==> config.mk <==
export PLATFORM = sky130hd
export DESIGN_NAME = btn_press_detector
export DESIGN_NICKNAME = d
export VERILOG_FILES = /design/src/rtl/btn_pkg.sv /design/src/rtl/btn_channel.sv /design/src/rtl/btn_press_detector.sv
export SDC_FILE = /design/constraint.sdc
export NUM_CORES = 1
export LEC_CHECK = 0
export ABC_AREA = 1
export CAP_MARGIN = 20
export CORE_MARGIN = 2
export CORE_UTILIZATION = 65
export CTS_BUF_LIST = sky130_fd_sc_hd__clkbuf_8
export DETAILED_ROUTE_END_ITERATION = 10
export PLACE_DENSITY = 0.92
export RECOVER_POWER = 50
export SLEW_MARGIN = 30
export SYNTH_ARGS = -nofsm -noshare
export SYNTH_HDL_FRONTEND = slang
export SYNTH_HIERARCHICAL = 1
export SYNTH_SLANG_ARGS = --single-unit
==> constraint.sdc <==
create_clock -name clk -period 4.4 [get_ports clk]
set_input_delay 0.44 -clock clk [delete_from_list [all_inputs] [get_ports clk]]
set_output_delay 0.44 -clock clk [all_outputs]
set_load 0.01 [all_outputs]
==> src/rtl/btn_pkg.sv <==
// btn_pkg: shared state type, limits and ms-to-cycle helper for the push-button front end.
package btn_pkg;
  localparam int MAX_BTNS = 16;
  typedef enum logic [1:0] {IDLE, HELD, LONG} btn_state_t;
  // 64-bit so that e.g. 50 MHz * 5000 ms does not overflow
  function automatic logic [63:0] ms_to_cycles(input logic [63:0] clock_hz, input logic [63:0] ms);
    return clock_hz / 64'd1000 * ms;
  endfunction
endpackage

==> src/rtl/btn_channel.sv <==
// btn_channel: synchroniser, debounce and short/long/repeat press classification for one button.
module btn_channel
  import btn_pkg::*;
#(
  parameter int unsigned CLOCK_RATE_HZ = 50_000_000,
  parameter int unsigned ACTIVE_LOW    = 1,
  parameter int unsigned DEBOUNCE_MS   = 20,
  parameter int unsigned LONG_MS       = 5000,
  parameter int unsigned REPEAT_MS     = 0,
  parameter int unsigned TOGGLE_INIT   = 1
) (
  input  logic clk,
  input  logic rst_n,
  input  logic btn_raw,
  output logic pressed,
  output logic short_pulse,
  output logic long_pulse,
  output logic repeat_pulse,
  output logic toggle
);
  localparam logic [63:0] DEB_CYC  = ms_to_cycles(64'(CLOCK_RATE_HZ), 64'(DEBOUNCE_MS));
  localparam logic [63:0] LONG_CYC = ms_to_cycles(64'(CLOCK_RATE_HZ), 64'(LONG_MS));
  localparam logic [63:0] RPT_CYC  = ms_to_cycles(64'(CLOCK_RATE_HZ), 64'(REPEAT_MS));
  localparam int DW = DEB_CYC > 64'd1 ? $clog2(DEB_CYC + 64'd1) : 1;
  localparam int HW = LONG_CYC > 64'd1 ? $clog2(LONG_CYC + 64'd1) : 1;
  localparam int RW = RPT_CYC > 64'd1 ? $clog2(RPT_CYC + 64'd1) : 1;
  localparam logic [DW-1:0] DEB_END  = DW'(DEB_CYC - 64'd1);
  localparam logic [HW-1:0] HOLD_END = HW'(LONG_CYC - 64'd1);
  localparam logic [RW-1:0] RPT_END  = RW'(RPT_CYC - 64'd1);
  localparam logic AL  = ACTIVE_LOW != 0;
  localparam logic TGL = TOGGLE_INIT != 0;

  if (DEBOUNCE_MS == 0 || LONG_MS == 0 || DEB_CYC == 64'd0 || LONG_CYC <= DEB_CYC) begin : g_bad_cfg
    $error("btn_channel: DEBOUNCE_MS and LONG_MS must be nonzero and LONG_CYC must exceed DEB_CYC");
  end

  logic [1:0]    sync_q;
  logic [DW-1:0] deb_q, deb_d;
  logic [HW-1:0] hold_q, hold_d;
  logic [RW-1:0] rpt_q, rpt_d;
  btn_state_t    state_q, state_d;
  logic pressed_q, pressed_d, short_q, short_d, long_q, long_d, rep_q, rep_d, toggle_q, toggle_d;
  logic lvl, deb_hit, rpt_hit;

  always_ff @(posedge clk or negedge rst_n)
    if (!rst_n) begin
      sync_q    <= {2{AL}};
      deb_q     <= '0;
      hold_q    <= '0;
      rpt_q     <= '0;
      state_q   <= IDLE;
      pressed_q <= 1'b0;
      short_q   <= 1'b0;
      long_q    <= 1'b0;
      rep_q     <= 1'b0;
      toggle_q  <= TGL;
    end else begin
      sync_q    <= {sync_q[0], btn_raw};
      deb_q     <= deb_d;
      hold_q    <= hold_d;
      rpt_q     <= rpt_d;
      state_q   <= state_d;
      pressed_q <= pressed_d;
      short_q   <= short_d;
      long_q    <= long_d;
      rep_q     <= rep_d;
      toggle_q  <= toggle_d;
    end

  // The FSM follows pressed_d so that long_pulse lands exactly LONG_CYC cycles after the pressed rise
  always_comb begin
    lvl       = sync_q[1] ^ AL;
    deb_hit   = (lvl != pressed_q) && (deb_q == DEB_END);
    pressed_d = deb_hit ? lvl : pressed_q;
    deb_d     = (lvl != pressed_q && !deb_hit) ? deb_q + DW'(1) : '0;
    rpt_hit   = (RPT_CYC != 64'd0) && (rpt_q == RPT_END);
    state_d   = state_q;
    hold_d    = hold_q;
    rpt_d     = rpt_q;
    short_d   = 1'b0;
    long_d    = 1'b0;
    rep_d     = 1'b0;
    toggle_d  = toggle_q;
    case (state_q)
      IDLE: begin
        state_d = pressed_d ? HELD : IDLE;
        hold_d  = '0;
      end
      HELD:
        if (hold_q == HOLD_END) begin
          state_d  = LONG;
          long_d   = 1'b1;
          toggle_d = ~toggle_q;
          rpt_d    = '0;
        end else if (!pressed_d) begin
          state_d = IDLE;
          short_d = 1'b1;
        end else
          hold_d = hold_q + HW'(1);
      LONG: begin
        rep_d   = rpt_hit;
        rpt_d   = (RPT_CYC == 64'd0 || rpt_hit) ? '0 : rpt_q + RW'(1);
        state_d = pressed_d ? LONG : IDLE;
      end
      default: state_d = IDLE;
    endcase
  end

  assign pressed      = pressed_q;
  assign short_pulse  = short_q;
  assign long_pulse   = long_q;
  assign repeat_pulse = rep_q;
  assign toggle       = toggle_q;
endmodule

==> src/rtl/btn_press_detector.sv <==
// btn_press_detector: multi-channel push-button front end, one independent btn_channel per pin.
module btn_press_detector
  import btn_pkg::*;
#(
  parameter int unsigned CLOCK_RATE_HZ = 50_000_000,
  parameter int unsigned NUM_BTNS      = 2,
  parameter int unsigned ACTIVE_LOW    = 1,
  parameter int unsigned DEBOUNCE_MS   = 20,
  parameter int unsigned LONG_MS       = 5000,
  parameter int unsigned REPEAT_MS     = 0,
  parameter int unsigned TOGGLE_INIT   = 1
) (
  input  logic                clk,
  input  logic                rst_n,
  input  logic [NUM_BTNS-1:0] btn_raw,
  output logic [NUM_BTNS-1:0] pressed,
  output logic [NUM_BTNS-1:0] short_pulse,
  output logic [NUM_BTNS-1:0] long_pulse,
  output logic [NUM_BTNS-1:0] repeat_pulse,
  output logic [NUM_BTNS-1:0] toggle
);
  if (NUM_BTNS < 1 || NUM_BTNS > MAX_BTNS) begin : g_bad_num
    $error("btn_press_detector: NUM_BTNS must be in 1..16");
  end

  for (genvar i = 0; i < NUM_BTNS; i++) begin : g_ch
    btn_channel #(
      .CLOCK_RATE_HZ(CLOCK_RATE_HZ),
      .ACTIVE_LOW   (ACTIVE_LOW),
      .DEBOUNCE_MS  (DEBOUNCE_MS),
      .LONG_MS      (LONG_MS),
      .REPEAT_MS    (REPEAT_MS),
      .TOGGLE_INIT  (TOGGLE_INIT)
    ) u_ch (
      .clk         (clk),
      .rst_n       (rst_n),
      .btn_raw     (btn_raw[i]),
      .pressed     (pressed[i]),
      .short_pulse (short_pulse[i]),
      .long_pulse  (long_pulse[i]),
      .repeat_pulse(repeat_pulse[i]),
      .toggle      (toggle[i])
    );
  end
endmodule

==> flow_summary.json <==
{
  "skew_ns": 0.0182,
  "numCtsBuffers": 9,
  "worstPathRequired_ns": 4.71,
  "first_iter_violations": 513,
  "syn_avg_cell_area_um2": 6.88,
  "met1_length_um": 7180,
  "drt_pass1_iterations": 5,
  "core_um2": 11300,
  "clk_latency_ns": 0.41,
  "place_hpwl_um": 11700,
  "synthesis.nets": 1093,
  "slew_violations": 34,
  "rsz0062_at_grt": "no",
  "seqPwrFrac_pct": 61.8,
  "highest_layer": "met4",
  "maxSlewHeadroom_pct": -15.2,
  "detail_route.wirelength_um": 16100,
  "p_leak_nw": 3.20,
  "io_buffers": 11,
  "p_comb_share_pct": 2.4,
  "ys_seq_area_share_pct": 37.7,
  "die_y_um": 111,
  "fin_tns_setup_ns": 0,
  "min_period_over_period_pct": 53.6,
  "grtUsageTotal_pct": 27.3,
  "min_period_ns": 2.36,
  "clockRootBuffer": "clkbuf_8",
  "power.density_nw_per_um2": 219,
  "swShare_pct": 25.1,
  "cts-resized-gates": 0,
  "dr_wl_met3_um": 816,
  "die_area_um2": 12400,
  "ys_ff_latch": 112,
  "cts-hold-fix-buffers": 0,
  "antenna_found_initial": 0,
  "synthesis.area_um2": 7460,
  "grt_pass1_wl_um": 27900,
  "worst_ep_arrival_time_ns": 2.67,
  "setup_viol": 0,
  "critPathKind": "register to register",
  "gp_congestion": 0.952,
  "floorplan.initialDensity_pct": 65.9,
  "end_kind": "register",
  "tightest_slew_ns": 1.73,
  "htreeDepth": 3,
  "hp-class": "primary input to asynchronous set/reset pin",
  "hold_violations": 0,
  "synth_edf_count": 0,
  "cts_tree": "done",
  "drive_above_1_share_pct": 9.28,
  "p_int_mw": 1.27,
  "row_count": 39,
  "syn_to_final_growth_pct": 3.30,
  "maxCapViolCount": 1,
  "cp-start-kind": "register",
  "postCtsSetupRepairBufs": 0,
  "ys_warn_count": 6,
  "die_width_um": 111,
  "n_antenna_cell": 0,
  "synth_flop_cell": "dfrtp_1",
  "grt_overflow": 0,
  "drc_errors": 0,
  "finalPower_mw": 1.69,
  "yosysTopAreaCell": "dfrtp_1",
  "cts.sink_count": 112,
  "p_clk_share_pct": 35.8,
  "detail_route.wl_per_cell_um": 13.0,
  "synth_top_area_share_pct": 35.6,
  "cts.reportedPaths.clkPinSlew_ns": 0.12,
  "failed_checks": "max-capacitance violations, max-slew violations",
  "net-switching-power_uw": 423,
  "status": "finished with violations",
  "max_freq_mhz": 424,
  "fin_nets": 1091,
  "cp_max_fo": 29,
  "dr_wl_met2_um": 7700,
  "routed-via-count": 6664,
  "synthTopCellsByArea": "dfrtp_1, nand2_1, nor2_1",
  "postSynthCellCount": 1085,
  "ir_drop_uv": 218,
  "vias_per_cell": 5.41,
  "hold_ws_ns": 0.0334,
  "clock_path_buffers": 2,
  "num_io_pins": 14,
  "drtAntennaViolNets": 0,
  "ys_types": 34,
  "grt_max_degree": 81,
  "first_global_vias": 6053,
  "async_flop_share_pct": 100
}
path summary, 6_finish.rpt:
check	start	endpoint	slack [ns]	cells after the start
setup / recovery	g_ch[1].u_ch/hold_q[0]$_DFFE_PN0P_	g_ch[1].u_ch/hold_q[10]$_DFFE_PN0P_	2.04	11
setup reg to reg	g_ch[1].u_ch/hold_q[0]$_DFFE_PN0P_	g_ch[1].u_ch/hold_q[10]$_DFFE_PN0P_	2.04	11
hold / removal	rst_n	g_ch[0].u_ch/deb_q[8]$_DFF_PN0_	0.03	1
hold reg to reg	g_ch[0].u_ch/sync_q[0]$_DFF_PN1_	g_ch[0].u_ch/sync_q[1]$_DFF_PN1_	0.36	0
max in group asynchronous	rst_n	g_ch[1].u_ch/hold_q[15]$_DFFE_PN0P_	2.28	2
min in group clk	g_ch[0].u_ch/sync_q[0]$_DFF_PN1_	g_ch[0].u_ch/sync_q[1]$_DFF_PN1_	0.36	0
synth_stat cells, types with 2 or more instances:
cell type,n
a21oi_1,18
buf_12,7
buf_2,5
buf_4,6
buf_6,2
clkbuf_1,7
conb_1,2
dfrtp_1,106
dfstp_2,6
ha_1,4
inv_1,93
inv_2,7
nand2_1,345
nand2_2,12
nand2_4,2
nand3_1,87
nand3_2,45
nand3b_1,3
nand4_1,13
nor2_1,222
nor2_2,4
nor2_4,4
nor3_1,20
nor3b_1,8
nor4_1,3
o21a_1,5
o21ai_0,16
o21bai_1,3
xnor2_1,11
xor2_1,15
cell type report:
type                    instances  area, µm²
inverters                     100        375
fillers                       931       3610
clock buffers                   9        124
flip-flops and latches        112       2810
clock inverters                 7       70.1
repair buffers                 14        130
well taps                     143        179
multi-input cells             846       4020
state kept, by name (all words and copies together), names as in the netlist:
signal	flops
g_ch.u_ch/sync_q	4
g_ch.u_ch/toggle	2
g_ch.u_ch/hold_q	56
g_ch.u_ch/deb_q	40
g_ch.u_ch/short_pulse	2
g_ch.u_ch/pressed	2
g_ch.u_ch/state_q	4
g_ch.u_ch/long_pulse	2
per-layer routing:
metal / up-vias / track usage (%)
met2: 201 / 45.4
met5: - / 0
met1: 3029 / 35.9
met4: 0 / 10.0
li1: 3404 / -
met3: 30 / 4.87
cells by family after synthesis:
group / after synthesis / share of synthesized area (%)
adder cells (fa/ha/maj): 4 / 0.671
other: 2 / 0.101
flip-flops: 112 / 37.7
AO/OA/AOI/OAI: 44 / 3.25
buffers and inverters: 127 / 8.50
AND/OR/NAND/NOR: 770 / 46.8
XOR/XNOR: 26 / 3.05
per-stage QoR:
stage	utilization [%]	area, µm²	std cells	setup WS (ns)
5_1_grt	68.1	7710	1231	1.71
4_1_cts	68.1	7700	1231	2.03
3_3_place_gp	66.3	7510	1215	2.15
6_report	68.1	7710	1231	2.04
3_5_place_dp	66.3	7510	1215	2.05
2_1_floorplan	-	7460	1085	2.70
critical path: stages, from the launching register on:
cell	delay [ns]
dfrtp_1	0.44
ha_1	0.25
nand2_1	0.12
inv_1	0.07
nand2_2	0.10
nor2_2	0.05
nand3_1	0.09
nand2_2	0.06
inv_2	0.54
nand2_4	0.33
nand2_1	0.15
nand2_1	0.06
layout by cell type, fill, tap and decap left out, drive strengths merged:
cell type	synthesis	layout
nand2	359	359
nor2	230	230
nand3	133	133
dfrtp	106	106
inv	100	103
nor3	20	20
a21oi	18	18
o21ai	17	17
xor2	15	15
nand4	13	13
xnor2	11	11
clkbuf	7	10
nor3b	8	8
clkdlybuf4s50	0	8
dfstp	6	6
o21a	5	5
ha	4	4
o21bai	3	3
nor4	3	3
nand3b	3	3
clkinv	0	3
buf	20	3
conb	2	2
dlygate4sd3	0	2
clkinvlp	0	1
a211oi	1	1
and2	1	1
power groups by stage:
stage | sequential, mW | combinational, mW | clock (mW)
2_1_floorplan | 1.06 | 0.0167 | 0
3_3_place_gp | 1.06 | 0.0404 | 0
3_5_place_dp | 1.06 | 0.0416 | 0
4_1_cts | 1.04 | 0.0418 | 0.627
5_1_grt | 1.04 | 0.0466 | 0.663
6_report | 1.04 | 0.0398 | 0.605
No activity file was read; power rests on OpenSTA's default activity.
